### config.mk
export PLATFORM = sky130hd
export DESIGN_NAME = ritc_dac_chain_receiver
export DESIGN_NICKNAME = d
export VERILOG_FILES = /design/src/rtl/ritc_dac_pkg.sv /design/src/rtl/ritc_edge_sync.sv /design/src/rtl/ritc_dac_chain_receiver.sv
export SDC_FILE = /design/constraint.sdc
export NUM_CORES = 1
export LEC_CHECK = 0
export CORE_AREA = 2 2 193 338
export CTS_CLUSTER_SIZE = 30
export DETAILED_ROUTE_END_ITERATION = 10
export DIE_AREA = 0 0 195 340
export PLACE_DENSITY = 0.71
export SKIP_LAST_GASP = 1
export SYNTH_ARGS = -nofsm -noshare
export SYNTH_HDL_FRONTEND = slang
export SYNTH_SLANG_ARGS = --single-unit
### constraint.sdc
create_clock -name CLK -period 3.8 [get_ports CLK]
set_clock_uncertainty 0.2 [all_clocks]
set_input_delay 0.57 -clock CLK [delete_from_list [all_inputs] [get_ports CLK]]
set_output_delay 0.57 -clock CLK [all_outputs]
set_load 0.01 [all_outputs]
### src/rtl/ritc_dac_pkg.sv
// ritc_dac_pkg: shared geometry of the RITC DAC serial chain plus the
// field bit-reverse helper. The loader and this receiver both import it,
// so the two sides always agree on chain length and field bit order.
package ritc_dac_pkg;

  localparam int RITC_DAC_BITS    = 12;                        // bits per DAC channel
  localparam int RITC_DACS        = 33;                        // channels in the chain
  localparam int RITC_NUM_BITS    = RITC_DAC_BITS * RITC_DACS; // 396 chain bits
  localparam int RITC_VDD_CHANNEL = 31;                        // channel mirrored on VDD
  localparam int RITC_CNT_W       = 9;                         // shift-counter width

  // Channel fields travel MSB-first on the wire, while the chain is filled
  // LSB-first, so each 12-bit field has to be reversed to get the value back.
  function automatic logic [RITC_DAC_BITS-1:0] ritc_bit_rev(
    input logic [RITC_DAC_BITS-1:0] v
  );
    logic [RITC_DAC_BITS-1:0] r;
    r = '0;
    for (int i = 0; i < RITC_DAC_BITS; i++) begin
      r[i] = v[RITC_DAC_BITS-1-i];
    end
    return r;
  endfunction

endpackage

### src/rtl/ritc_edge_sync.sv
// ritc_edge_sync: STAGES-deep synchronizer for one asynchronous level,
// followed by a rising-edge detector.
// Ports:
//   clk   system clock
//   rst_n asynchronous active-low reset
//   d     asynchronous input level
//   rise  one-cycle pulse when the synchronized level goes 0 -> 1
// A level held high for many cycles produces a single pulse only.
module ritc_edge_sync #(
  parameter int STAGES = 2
) (
  input  logic clk,
  input  logic rst_n,
  input  logic d,
  output logic rise
);

  logic [STAGES-1:0] sync;
  logic              prev;

  // Synchronizer chain plus one extra copy used as the edge reference.
  always_ff @(posedge clk or negedge rst_n) begin
    if (!rst_n) begin
      sync <= '0;
      prev <= 1'b0;
    end else begin
      sync[0] <= d;
      for (int i = 1; i < STAGES; i++) begin
        sync[i] <= sync[i-1];
      end
      prev <= sync[STAGES-1];
    end
  end

  assign rise = sync[STAGES-1] & ~prev;

endmodule

### src/rtl/ritc_dac_chain_receiver.sv
// ritc_dac_chain_receiver: responder for the RITC DAC serial chain.
// Samples DAC_DIN/DAC_CLOCK/DAC_LATCH, shifts a 396-bit chain on each
// serial-clock rising edge and, on a latch with exactly 396 shifts,
// transfers the chain into a holding register.
// Ports:
//   CLK, RST_N    system clock, asynchronous active-low reset
//   DAC_DIN       serial data (sampled at the same stage as DAC_CLOCK)
//   DAC_CLOCK     serial shift clock, rising edge shifts
//   DAC_LATCH     latch strobe, rising edge transfers
//   DAC_DOUT      registered chain[0], the bit falling out of the chain
//   rd_addr_i     channel index for readback (>= 33 reads 0)
//   rd_dat_o      unscrambled channel value, 1-cycle latency
//   clr_err_i     clears length_err_o (a new error in the same cycle wins)
//   frame_done_o  one-cycle pulse after an accepted latch
//   length_err_o  sticky: latch seen with a bit count other than 396
//   frame_cnt_o   accepted-frame counter, wraps
//   VDD           unscrambled VDD_CHANNEL field of the holding register
// Chain geometry comes from ritc_dac_pkg so it stays shared with the loader.
module ritc_dac_chain_receiver
  import ritc_dac_pkg::*;
#(
  parameter int SYNC_STAGES = 2,
  parameter int VDD_CHANNEL = RITC_VDD_CHANNEL
) (
  input  logic                     CLK,
  input  logic                     RST_N,
  input  logic                     DAC_DIN,
  input  logic                     DAC_CLOCK,
  input  logic                     DAC_LATCH,
  output logic                     DAC_DOUT,
  input  logic [5:0]               rd_addr_i,
  output logic [RITC_DAC_BITS-1:0] rd_dat_o,
  input  logic                     clr_err_i,
  output logic                     frame_done_o,
  output logic                     length_err_o,
  output logic [15:0]              frame_cnt_o,
  output logic [RITC_DAC_BITS-1:0] VDD
);

  localparam logic [RITC_CNT_W-1:0] FULL_COUNT = RITC_CNT_W'(RITC_NUM_BITS);
  localparam logic [RITC_CNT_W-1:0] CNT_MAX    = '1;

  logic [SYNC_STAGES-1:0]   din_sync;
  logic                     clock_rise;
  logic                     latch_rise;
  logic [RITC_NUM_BITS-1:0] chain;
  logic [RITC_NUM_BITS-1:0] holding;
  logic [RITC_CNT_W-1:0]    bit_cnt;   // 0 means idle, >0 means mid-frame
  logic [RITC_NUM_BITS-1:0] chain_nx;
  logic [RITC_CNT_W-1:0]    cnt_nx;
  logic                     frame_ok;
  logic                     frame_bad;
  logic [RITC_DAC_BITS-1:0] fields [RITC_DACS];

  ritc_edge_sync #(.STAGES(SYNC_STAGES)) u_clock_sync (
    .clk   (CLK),
    .rst_n (RST_N),
    .d     (DAC_CLOCK),
    .rise  (clock_rise)
  );

  ritc_edge_sync #(.STAGES(SYNC_STAGES)) u_latch_sync (
    .clk   (CLK),
    .rst_n (RST_N),
    .d     (DAC_LATCH),
    .rise  (latch_rise)
  );

  // DIN synchronizer, same depth as CLOCK so data stays aligned with its edge.
  always_ff @(posedge CLK or negedge RST_N) begin
    if (!RST_N) begin
      din_sync <= '0;
    end else begin
      din_sync[0] <= DAC_DIN;
      for (int i = 1; i < SYNC_STAGES; i++) begin
        din_sync[i] <= din_sync[i-1];
      end
    end
  end

  // Post-shift chain and count; a latch in the same cycle sees these values.
  always_comb begin
    chain_nx = chain;
    cnt_nx   = bit_cnt;
    if (clock_rise) begin
      chain_nx = {din_sync[SYNC_STAGES-1], chain[RITC_NUM_BITS-1:1]};
      cnt_nx   = (bit_cnt == CNT_MAX) ? bit_cnt : bit_cnt + {{(RITC_CNT_W-1){1'b0}}, 1'b1};
    end else begin
      chain_nx = chain;
      cnt_nx   = bit_cnt;
    end
    frame_ok  = latch_rise && (cnt_nx == FULL_COUNT);
    frame_bad = latch_rise && (cnt_nx != FULL_COUNT);
  end

  // Unscrambled view of every channel field in the holding register.
  always_comb begin
    for (int k = 0; k < RITC_DACS; k++) begin
      fields[k] = ritc_bit_rev(holding[k*RITC_DAC_BITS +: RITC_DAC_BITS]);
    end
  end

  // Chain and bit counter; the chain survives a latch so it can feed DOUT.
  always_ff @(posedge CLK or negedge RST_N) begin
    if (!RST_N) begin
      chain   <= '0;
      bit_cnt <= '0;
    end else begin
      chain   <= chain_nx;
      bit_cnt <= latch_rise ? '0 : cnt_nx;
    end
  end

  // Holding register, loaded only by a full-length frame.
  always_ff @(posedge CLK or negedge RST_N) begin
    if (!RST_N) begin
      holding <= '0;
    end else if (frame_ok) begin
      holding <= chain_nx;
    end
  end

  // Frame status: done pulse, frame counter and sticky length error.
  always_ff @(posedge CLK or negedge RST_N) begin
    if (!RST_N) begin
      frame_done_o <= 1'b0;
      frame_cnt_o  <= 16'd0;
      length_err_o <= 1'b0;
    end else begin
      frame_done_o <= frame_ok;
      if (frame_ok) begin
        frame_cnt_o <= frame_cnt_o + 16'd1;
      end
      if (frame_bad) begin
        length_err_o <= 1'b1;
      end else if (clr_err_i) begin
        length_err_o <= 1'b0;
      end
    end
  end

  // Registered data outputs: chain tail, channel readback and VDD mirror.
  always_ff @(posedge CLK or negedge RST_N) begin
    if (!RST_N) begin
      DAC_DOUT <= 1'b0;
      rd_dat_o <= '0;
      VDD      <= '0;
    end else begin
      DAC_DOUT <= chain[0];
      rd_dat_o <= (rd_addr_i < 6'(RITC_DACS)) ? fields[rd_addr_i] : '0;
      VDD      <= fields[VDD_CHANNEL];
    end
  end

endmodule

Word level (Yosys, flattened, before mapping)
Cells that the tools add are included.
{ "classes": {"n_addsub": 2, "order_cmp": 2, "eq_ne": 3, "muxes": 10, "n_bitwise": 5, "n_reduce_logical": 3} }
{ "ops": {"columns": ["op", "count"], "rows": [
  ["$mux W396", 1],
  ["$bmux W12 S6", 1],
  ["$mux W12", 3],
  ["$mux W9", 3],
  ["$eq A9 B9 Y1 const B", 2],
  ["$add A16 B1 Y16 const B", 1],
  ["$add A9 B1 Y9 const B", 1],
  ["$ne A9 B9 Y1 const B", 1],
  ["$ge A7 B7 Y1 const B", 1],
  ["$not A6 Y7", 1],
  ["$lt A6 B6 Y1 const B", 1],
  ["$and A1 B1 Y1", 2],
  ["$logic_and A1 B1 Y1", 2],
  ["$mux W1", 2],
  ["$not A1 Y1", 2],
  ["$reduce_bool A2 Y1", 1]
]} }
{ "word_totals": {"ff_bits": 852, "output_inout_bits": 43, "wordCells": 39} }

Logic depth before layout (Yosys ltp)
Gate-level depths: netlist (run 1).
{ "logic_depth": {"word_depth": 6, "depth_mapped": 11} }

Hierarchy
From an unflattened synthesis (run 1), not the netlist that was laid out.
{ "hier_totals": {"cells_unflattened": 2092, "area_unflattened_um2": 35198.8} }
{ "by_module_without_submodules": {"columns": ["module", "instances", "cells_per_inst", "area_per_inst_um2"], "rows": [
  ["ritc_dac_chain_receiver", 1, 2084, 35021.1],
  ["ritc_edge_sync", 2, 4, 88.8]
]} }

Worst setup path after synthesis (run 1)
No wires, ideal clock.
{ "synth_path": {"kind": "input port to flip-flop", "startpoint": "input rd_addr_i[0]", "endpoint": "register rd_dat_o[2]", "setup_time_ns": 0.126, "arrival_ns": 2.466, "required_ns": 3.474, "setup_slack_ns": 1.008, "cell_stages": 7, "path_buffers": 3, "cell_sequence": "buf_2 buf_2 buf_2 mux4_2 a22oi_1 nand2_1 a221o_1"} }
{ "synth_between": {"elab_chain_cells": 5, "word_cells_on_any_way": 6, "cone_classes": "order compare: 1; mux: 4; bitwise: 1"} }
{ "synth_rtl": {"columns": ["element", "line_no", "source"], "rows": [
  ["start: declaration", "ritc_dac_chain_receiver.sv:31", "input logic [5:0] rd_addr_i,"],
  ["$not A6 Y7 (not written as such)", "ritc_dac_chain_receiver.sv:150", "rd_dat_o <= (rd_addr_i < 6'(RITC_DACS)) ? fields[rd_addr_i] : '0;"],
  ["$bmux W12 S6", "ritc_dac_chain_receiver.sv:150", null],
  ["$mux W12 (not written as such) (2 in a row)", "ritc_dac_chain_receiver.sv:150", null],
  ["$mux W12 *", "ritc_dac_chain_receiver.sv:150", null],
  ["end signal: assignment", "ritc_dac_chain_receiver.sv:150", null],
  ["end: declaration", "ritc_dac_chain_receiver.sv:32", "output logic [RITC_DAC_BITS-1:0] rd_dat_o,"]
]} }
Every way passes the cells marked *; elsewhere a longest branch is shown, timed or not. The select of a mux whose other input is x is not followed.
A chain may end at the register's enable or synchronous reset.

Worst setup path after layout (run 1)
{ "layout_path": {"startpoint": "register bit_cnt[0]", "endpoint": "register holding[228]"} }
{ "layout_between": {"elab_chain_cells": 5, "word_cells_on_any_way": 6, "cone_classes": "add/sub: 1; eq/ne: 2; mux: 2; reduce/logical: 1"} }
{ "layout_rtl": {"columns": ["element", "line_no", "source"], "rows": [
  ["start: declaration", "ritc_dac_chain_receiver.sv:48", "logic [RITC_CNT_W-1:0] bit_cnt;"],
  ["start signal: assignment", "ritc_dac_chain_receiver.sv:110", "bit_cnt <= latch_rise ? '0 : cnt_nx;"],
  ["$add A9 B1 Y9 / $eq A9 B9 Y1 (equally long branches)", "ritc_dac_chain_receiver.sv:87", "cnt_nx = (bit_cnt == CNT_MAX) ? bit_cnt : bit_cnt + {{(RITC_CNT_W-1){1'b0}}, 1'b1};"],
  ["$mux W9", "ritc_dac_chain_receiver.sv:87", null],
  ["$mux W9 *", "ritc_dac_chain_receiver.sv:85", "if (clock_rise) begin"],
  ["$eq A9 B9 Y1 *", "ritc_dac_chain_receiver.sv:92", "frame_ok = latch_rise && (cnt_nx == FULL_COUNT);"],
  ["$logic_and A1 B1 Y1 *", "ritc_dac_chain_receiver.sv:92", null],
  ["end signal: assignment", "ritc_dac_chain_receiver.sv:119", "holding <= chain_nx;"],
  ["end: declaration", "ritc_dac_chain_receiver.sv:47", "logic [RITC_NUM_BITS-1:0] holding;"]
]} }
Every way passes the cells marked *; elsewhere a longest branch is shown, timed or not.

==> metrics.txt, run 1 <==
Final Non-Filler Cells=3811; worst slew pin tran=1200 ps; htree depth=3; die width=195 um; internal power component=13800 uW; DRT iter0 DRCs=1499; Reg area=21300 um^2; highest layer used for signal routing=met4; final slew viol count=0; fraction of registers with async set/reset=100%; DRC=0; GP Congestion=0.851; wl on met1=31000 um; Clk pwr share=45.0%; initial antenna violation count=0; register area share after synthesis=61.4%; Worst R2R Setup Slack=260 ps; Die Y=340 um; Multi-input gate area=12500 um^2; DP Area=36200 um^2; Synth Cell Area=34700 um^2; Final period util=93.1%; Yosys top cell area share=61.4%; RSZ-0062 raised after global routing=no; Achievable Freq=283 MHz; Peak VDD IR=0.348 mV; Syn Area/Cell=11.9 um^2; Seq cells post-synth=852; Post-DRT Antenna Nets=0; WL per Instance=21.1 um; Hold Crit Depth=0; Final #Nets=2954; status=finished clean; all-layer global routing usage=25.1%; Psw=3900 uW; first-pass GRT wire length=130000 um; via density per instance=5.68; CTS tree=done; Final min period=3540 ps; Design Area, Final=38800 um^2; Hold WC Path Type=reg -> reg; largest net degree at the start of global routing=212; r2r worst-path depth=9; Core Rows=123; reg-to-reg startpoint=bit_cnt[0]$_DFF_PN0_; Crit. End Element=flip-flop; hold wc startpoint=u_clock_sync.sync[0]$_DFF_PN0_; Fin. Hold Viols=0; reg-to-reg endpoint=holding[228]$_DFFE_PN0P_; CP startpoint kind=flip-flop; Area growth, synth to finish=11.8%; Synth area leaders=dfrtp_1 (61%), nand2_1 (13%), mux2_2 (9.6%), mux4_2 (6.6%), mux2_1 (3.2%); Clock Latency Late Sink=620 ps; syn_nets=2924; Inst Count DP=3675; I/O pin cnt=55; Filler cells=4959; via count=21700; Leakage=0.0203 uW; vias in the first global route=23700; sequential power share=51.5%; met2 wire length=42900 um; max_slew headroom=20.1%; die area=66300 um^2; WP data arrival=3840 ps; total routed wirelength=80300 um; critical-path maximum fanout=57; leading register cell type out of synthesis=dfrtp_1; sw frac=22.0%; Core Util, Final=60.9%; hold slack=160 ps; Yosys top cell by area=dfrtp_1; yosys warns=0; Clock transition at path regs=70 ps; Setup-failing EPs final=0; root buf cell=clkbuf_16; dpl hpwl=52900 um; CTS buffer count=74; Port Buffer Count=54; Crit Path Class=reg -> reg; most common cell in the netlist=nand2_1; synthesized instance count=2910; Yosys cell types=47; Crit path required time=4110 ps; worst hold endpoint=u_clock_sync.sync[1]$_DFF_PN0_; clock sink total=852; synth cell count leaders=nand2_1 (1209), dfrtp_1 (852), mux2_2 (297); Starting Density=54.5%; layout cells sized above 1=19.9%; combinational power share=3.5%; DRT Pass-1 Iters=7; Met3 Wirelength=2930 um; worst-case clock buffer depth=3; GRT Residual Overflow=0; pwr dens=457 nW/um^2; core region area=63700 um^2; Post-CTS Resized=0; number of max-cap violations=0; Post-synth EDFFs=0; Setup TNS=0 ps
-- power by group through the flow --
stage / Sequential, uW / Combinational [uW] / Clock, uW
5_1_grt: 9140 / 690 / 8450
3_3_place_gp: 9310 / 618 / 0
2_1_floorplan: 9310 / 271 / 0
3_5_place_dp: 9310 / 631 / 0
4_1_cts: 9140 / 633 / 8100
6_report: 9140 / 618 / 7980
-- cell families after synthesis --
group | count (synthesis) | share of synthesized area, %
fa+ha+maj | 2 | 0.0721
xor+xnor | 17 | 0.429
simple gates | 1281 | 14.3
flops | 852 | 61.4
buf+inv | 177 | 2.50
compound gates | 79 | 1.67
mux | 502 | 19.6
-- cells in the final DEF, fill, tap and decap left out, types with 4 or more instances in the layout --
cell type	netlist	routed
mux2_1	100	100
a21oi_1	11	11
xnor2_1	14	14
inv_1	5	5
and3_1	9	9
bufinv_16	0	7
buf_12	0	21
nand3_1	13	13
nor2_1	12	12
buf_4	21	52
clkbuf_16	0	77
o21ai_0	6	6
a31oi_1	4	4
nor2b_1	6	5
mux2i_1	4	4
clkbuf_1	96	15
clkdlybuf4s50_1	0	50
clkinv_2	0	10
a22oi_1	38	38
nor3_1	5	5
nand4_1	7	7
dfrtp_1	852	852
a221o_1	9	9
mux2_2	297	297
and2_1	4	4
nand2_1	1209	1209
clkbuf_8	0	19
mux4_2	101	101
-- how the worst max path moves through the flow --
stage                         startpoint                        to  depth (start not counted)
floorplan                   rd_addr_i[0]     rd_dat_o[2]$_DFF_PN0_                          7
global placement    bit_cnt[0]$_DFF_PN0_  holding[208]$_DFFE_PN0P_                          9
CTS                 bit_cnt[0]$_DFF_PN0_  holding[232]$_DFFE_PN0P_                          9
detailed placement  bit_cnt[0]$_DFF_PN0_  holding[228]$_DFFE_PN0P_                          9
finish              bit_cnt[0]$_DFF_PN0_  holding[228]$_DFFE_PN0P_                          9
global route        bit_cnt[1]$_DFF_PN0_  holding[195]$_DFFE_PN0P_                          9
-- repair_timing --
| item | CTS | global route |
|---|---|---|
| endpoints found under the hold margin | 73 | 0 |
| hold buffers | 1 | 0 |
| setup buffers | 0 | 0 |
-- per-layer routing --
metal	up-vias	GRT usage [%]
li1	9722	-
met3	175	3.09
met2	453	45.0
met1	11300	30.6
met5	-	0
met4	0	10.8
-- state kept, by name, indices dropped and copies added (netlist names) --
signal,flops
chain,396
holding,396
frame_cnt_o,16
VDD,12
rd_dat_o,12
bit_cnt,9
din_sync,2
u_clock_sync.sync,2
u_latch_sync.sync,2
DAC_DOUT,1
frame_done_o,1
length_err_o,1
u_clock_sync.prev,1
u_latch_sync.prev,1
-- worst max-delay path, cell delays in order (launching register included) --
cell	delay [ps]
dfrtp_1	430
ha_1	320
and4b_1	370
nand4b_1	180
a32oi_1	220
o2111a_2	440
and2_4	260
buf_12	200
buf_12	310
mux2_2	400
-- per-stage QoR --
step	power (uW)	setup slack, ps
after global routing	18300	88.2
after floorplan	9580	1010
final	17700	264
after global placement	9930	466
after CTS	17900	324
after detailed placement	9950	344
-- area by class of cell --
type                    count  share of cell area (%)
flip-flops and latches    852                    54.9
multi-input cells        1881                    32.3
clock buffers             111                    5.78
repair buffers            126                    3.46
well taps                 812                    2.62
clock inverters            23                   0.874
inverters                   5                  0.0484
diodes                      1                 0.00645
Power figures use the tool's default switching activity.
==> inputs of run 2 (changes only) <==
- CORE_AREA: 2 2 193 338 -> 2 2 195 340
- DIE_AREA: 0 0 195 340 -> 0 0 197 342
- HOLD_SLACK_MARGIN: not set -> 0.08
- SYNTH_HIERARCHICAL: not set -> 1
==> run 2 against run 1 <==
  * Maximum frequency up 1.2%
  * Cell count down 20%
  * First-iteration DRC count is 37% lower
  * Area after synthesis is 1.4% higher
  * Global-route usage shrank 2.4 points
  * Register-to-register slack improved by 40 ps
  * Sequential share of layout area is 0.80 points lower
  * Die area increased by 1.6%
  * Utilization fell by 0.19 points
  * Critical path depth unchanged
  * Highest routed layer is now met5
==> metrics.txt, run 2 <==
most used cell, CP=buf_12; status=finished clean; first-pass GRT wire length=116000 um; crit path from=bit_cnt[0]$_DFF_PN0_; Port Buffer Count=54; Crit Path Class=reg -> reg; Final period util=92.0%; GRT Residual Overflow=0; layout cells sized above 1=49.7%; Synth Cell Area=35200 um^2; Achievable Freq=286 MHz; biggest regs=chain: 396 flops, holding: 396 flops, frame_cnt_o: 16 flops; most frequent cells in the layout=dfrtp_1 (852), mux2_2 (700), mux4_2 (101); Synth Area in XOR/XNOR=0.448%; final slew viol count=0; initial antenna violation count=2; CP Depth=9; Syn Area/Cell=16.8 um^2; CP max stage delay=450 ps; Worst Setup EP=holding[94]$_DFFE_PN0P_; Area growth, synth to finish=11.9%; Crit path required time=4090 ps; Synth area leaders=dfrtp_1 (61%), mux2_2 (22%), mux4_2 (6.5%), mux2_4 (4.3%), clkbuf_1 (0.65%); fraction of registers with async set/reset=100%; die area=67400 um^2; critical-path maximum fanout=31; register area share after synthesis=60.6%; Die Y=342 um; Yosys top cell by area=dfrtp_1; Post-synth EDFFs=0; number of max-cap violations=0; Yosys top cell area share=60.6%; Fin. Hold Viols=0; Crit. End Element=flip-flop; Design Power=17800 uW; Starting Density=54.3%; via density per instance=5.84; total routed wirelength=72800 um; r2r worst-path depth=9; DRT iter0 DRCs=942; worst-case clock buffer depth=3; I/O pin cnt=55; synth cell count leaders=dfrtp_1 (852), mux2_2 (700), mux4_2 (101); hold slack=151 ps; Post-DRT Antenna Nets=0; syn_nets=2106; Setup TNS=0 ps; Clock Latency Late Sink=630 ps; DRC=0; simple logic cell fraction of the synthesized area=1.53%; pwr dens=453 nW/um^2; all-layer global routing usage=22.7%; synthesized instance count=2092; WL per Instance=24.0 um; Seq cells post-synth=852; slowest cell on the critical path=and3_4; GP Congestion=0.775; clock sink total=852; CTS buffer count=75; CP delay by family, top=simple AND/OR/NAND/NOR gates; crit-path cells=ha_1, nand4_1, o21ai_1, mux2i_1, nor4b_4, and3_4, buf_12, buf_12, mux2_2; worst slew pin tran=961 ps; Worst R2R Setup Slack=310 ps; Peak VDD IR=0.297 mV; Design Area, Final=39400 um^2; Leakage=0.0193 uW; most common library cell in the layout ignoring fill and taps=dfrtp_1; CP startpoint kind=flip-flop; vias in the first global route=19900; dpl hpwl=49300 um; largest net degree at the start of global routing=146; Final #Nets=2175; Setup-failing EPs final=0; htree depth=3; Synth Area in Adders=0.0711%; WP data arrival=3790 ps; Synth Area in Compound Gates=1.29%; core region area=64900 um^2; combinational family with the most area after synthesis=multiplexers; max_slew headroom=35.9%; leading register cell type out of synthesis=dfrtp_1; Clock transition at path regs=70 ps; Hold WC Path Type=reg -> reg; reg-to-reg startpoint=bit_cnt[0]$_DFF_PN0_; die width=197 um; most common cell in the netlist=dfrtp_1; DP Area=36800 um^2; CTS tree=done; DRT Pass-1 Iters=4; Final Worst Setup Slack=306 ps; setup repair bufs after CTS=0; post-synthesis mux area share=33.7%; pre-CTS setup slack=414 ps; via count=17700; RSZ-0062 raised after global routing=no; Buf+Inv Stages, Crit Path=2; reg-to-reg endpoint=holding[94]$_DFFE_PN0P_; Core Rows=124; yosys warns=6; Yosys cell types=50; root buf cell=clkbuf_16; Final min period=3490 ps
==> run 2: layout make-up <==
class / instances / area [um^2]
inverter: 6 / 22.5
fill: 4813 / 25500
clock inverter: 21 / 273
clock buffer: 113 / 2280
sequential: 852 / 21300
antenna: 1 / 2.50
tap: 819 / 1020
timing repair buffer: 126 / 1400
multi-input combinational: 1100 / 13000
==> run 2: how the worst min path moves through the flow <==
stage                                        start                             end  slack, ps  depth (start not counted)
floorplan                                    RST_N              DAC_DOUT$_DFF_PN0_         70                          0
global placement    u_latch_sync/sync[0]$_DFF_PN0_  u_latch_sync/sync[1]$_DFF_PN0_        150                          0
detailed placement  u_clock_sync/sync[0]$_DFF_PN0_  u_clock_sync/sync[1]$_DFF_PN0_        140                          0
CTS                                      DAC_LATCH  u_latch_sync/sync[0]$_DFF_PN0_        150                          1
global route        u_latch_sync/sync[0]$_DFF_PN0_  u_latch_sync/sync[1]$_DFF_PN0_        170                          0
finish                       din_sync[0]$_DFF_PN0_           din_sync[1]$_DFF_PN0_        150                          0
==> run 2: worst register-to-register path, delay by kind of cell, from the launching register on <==
kind	cells	cell delay (ps)
AOI/OAI and AO/OA	1	350
and+or+nand+nor	3	980
DFF	1	410
muxes	2	690
buffers and inverters	2	480
adders and majority gates	1	260
==> run 2: logic make-up (layout without fill, tap and decap cells) <==
logic type               count (synthesis)  after routing
multiplexers                           922            922
flip-flops                             852            852
buffers and inverters                  140            266
AND/OR/NAND/NOR                         96             96
AO/OA/AOI/OAI                           62             62
XOR/XNOR                                18             18
adder cells (fa/ha/maj)                  2              2
other                                    0              1
==> run 2: what timing repair did <==
action                                 4_1_cts  5_1_grt
endpoints found under the hold margin       67        0
hold buffers                                 1        0
gates resized for setup                      0        0
==> run 2: report_power, final <==
group	switching [uW]	internal [uW]
logic	445	259
clock network	3350	4570
registers	61.7	9160
==> run 2: routing by layer <==
layer	track usage, %	up-vias	part of all wire, %
li1	-	7803	-
met2	40.6	283	54
met3	3.08	138	2.7
met5	0	-	0.014
met1	27.2	9504	39
met4	10.1	2	3.9
==> run 2: stage by stage <==
| stage | util [%] | cells |
|---|---|---|
| after global routing | 60.7 | 3038 |
| after CTS | 60.7 | 3037 |
| after floorplan | - | 2092 |
| final | 60.7 | 3038 |
| after global placement | 56.8 | 2902 |
| after detailed placement | 56.8 | 2902 |
==> inputs of run 3 (changes only) <==
- CORE_AREA: 2 2 195 340 -> 2 2 193 338
- DIE_AREA: 0 0 197 342 -> 0 0 195 340
- SYNTH_HIERARCHICAL: 1 -> not set
==> results of run 3 <==
Final layout, timing and power as in run 1 (identical DEF).
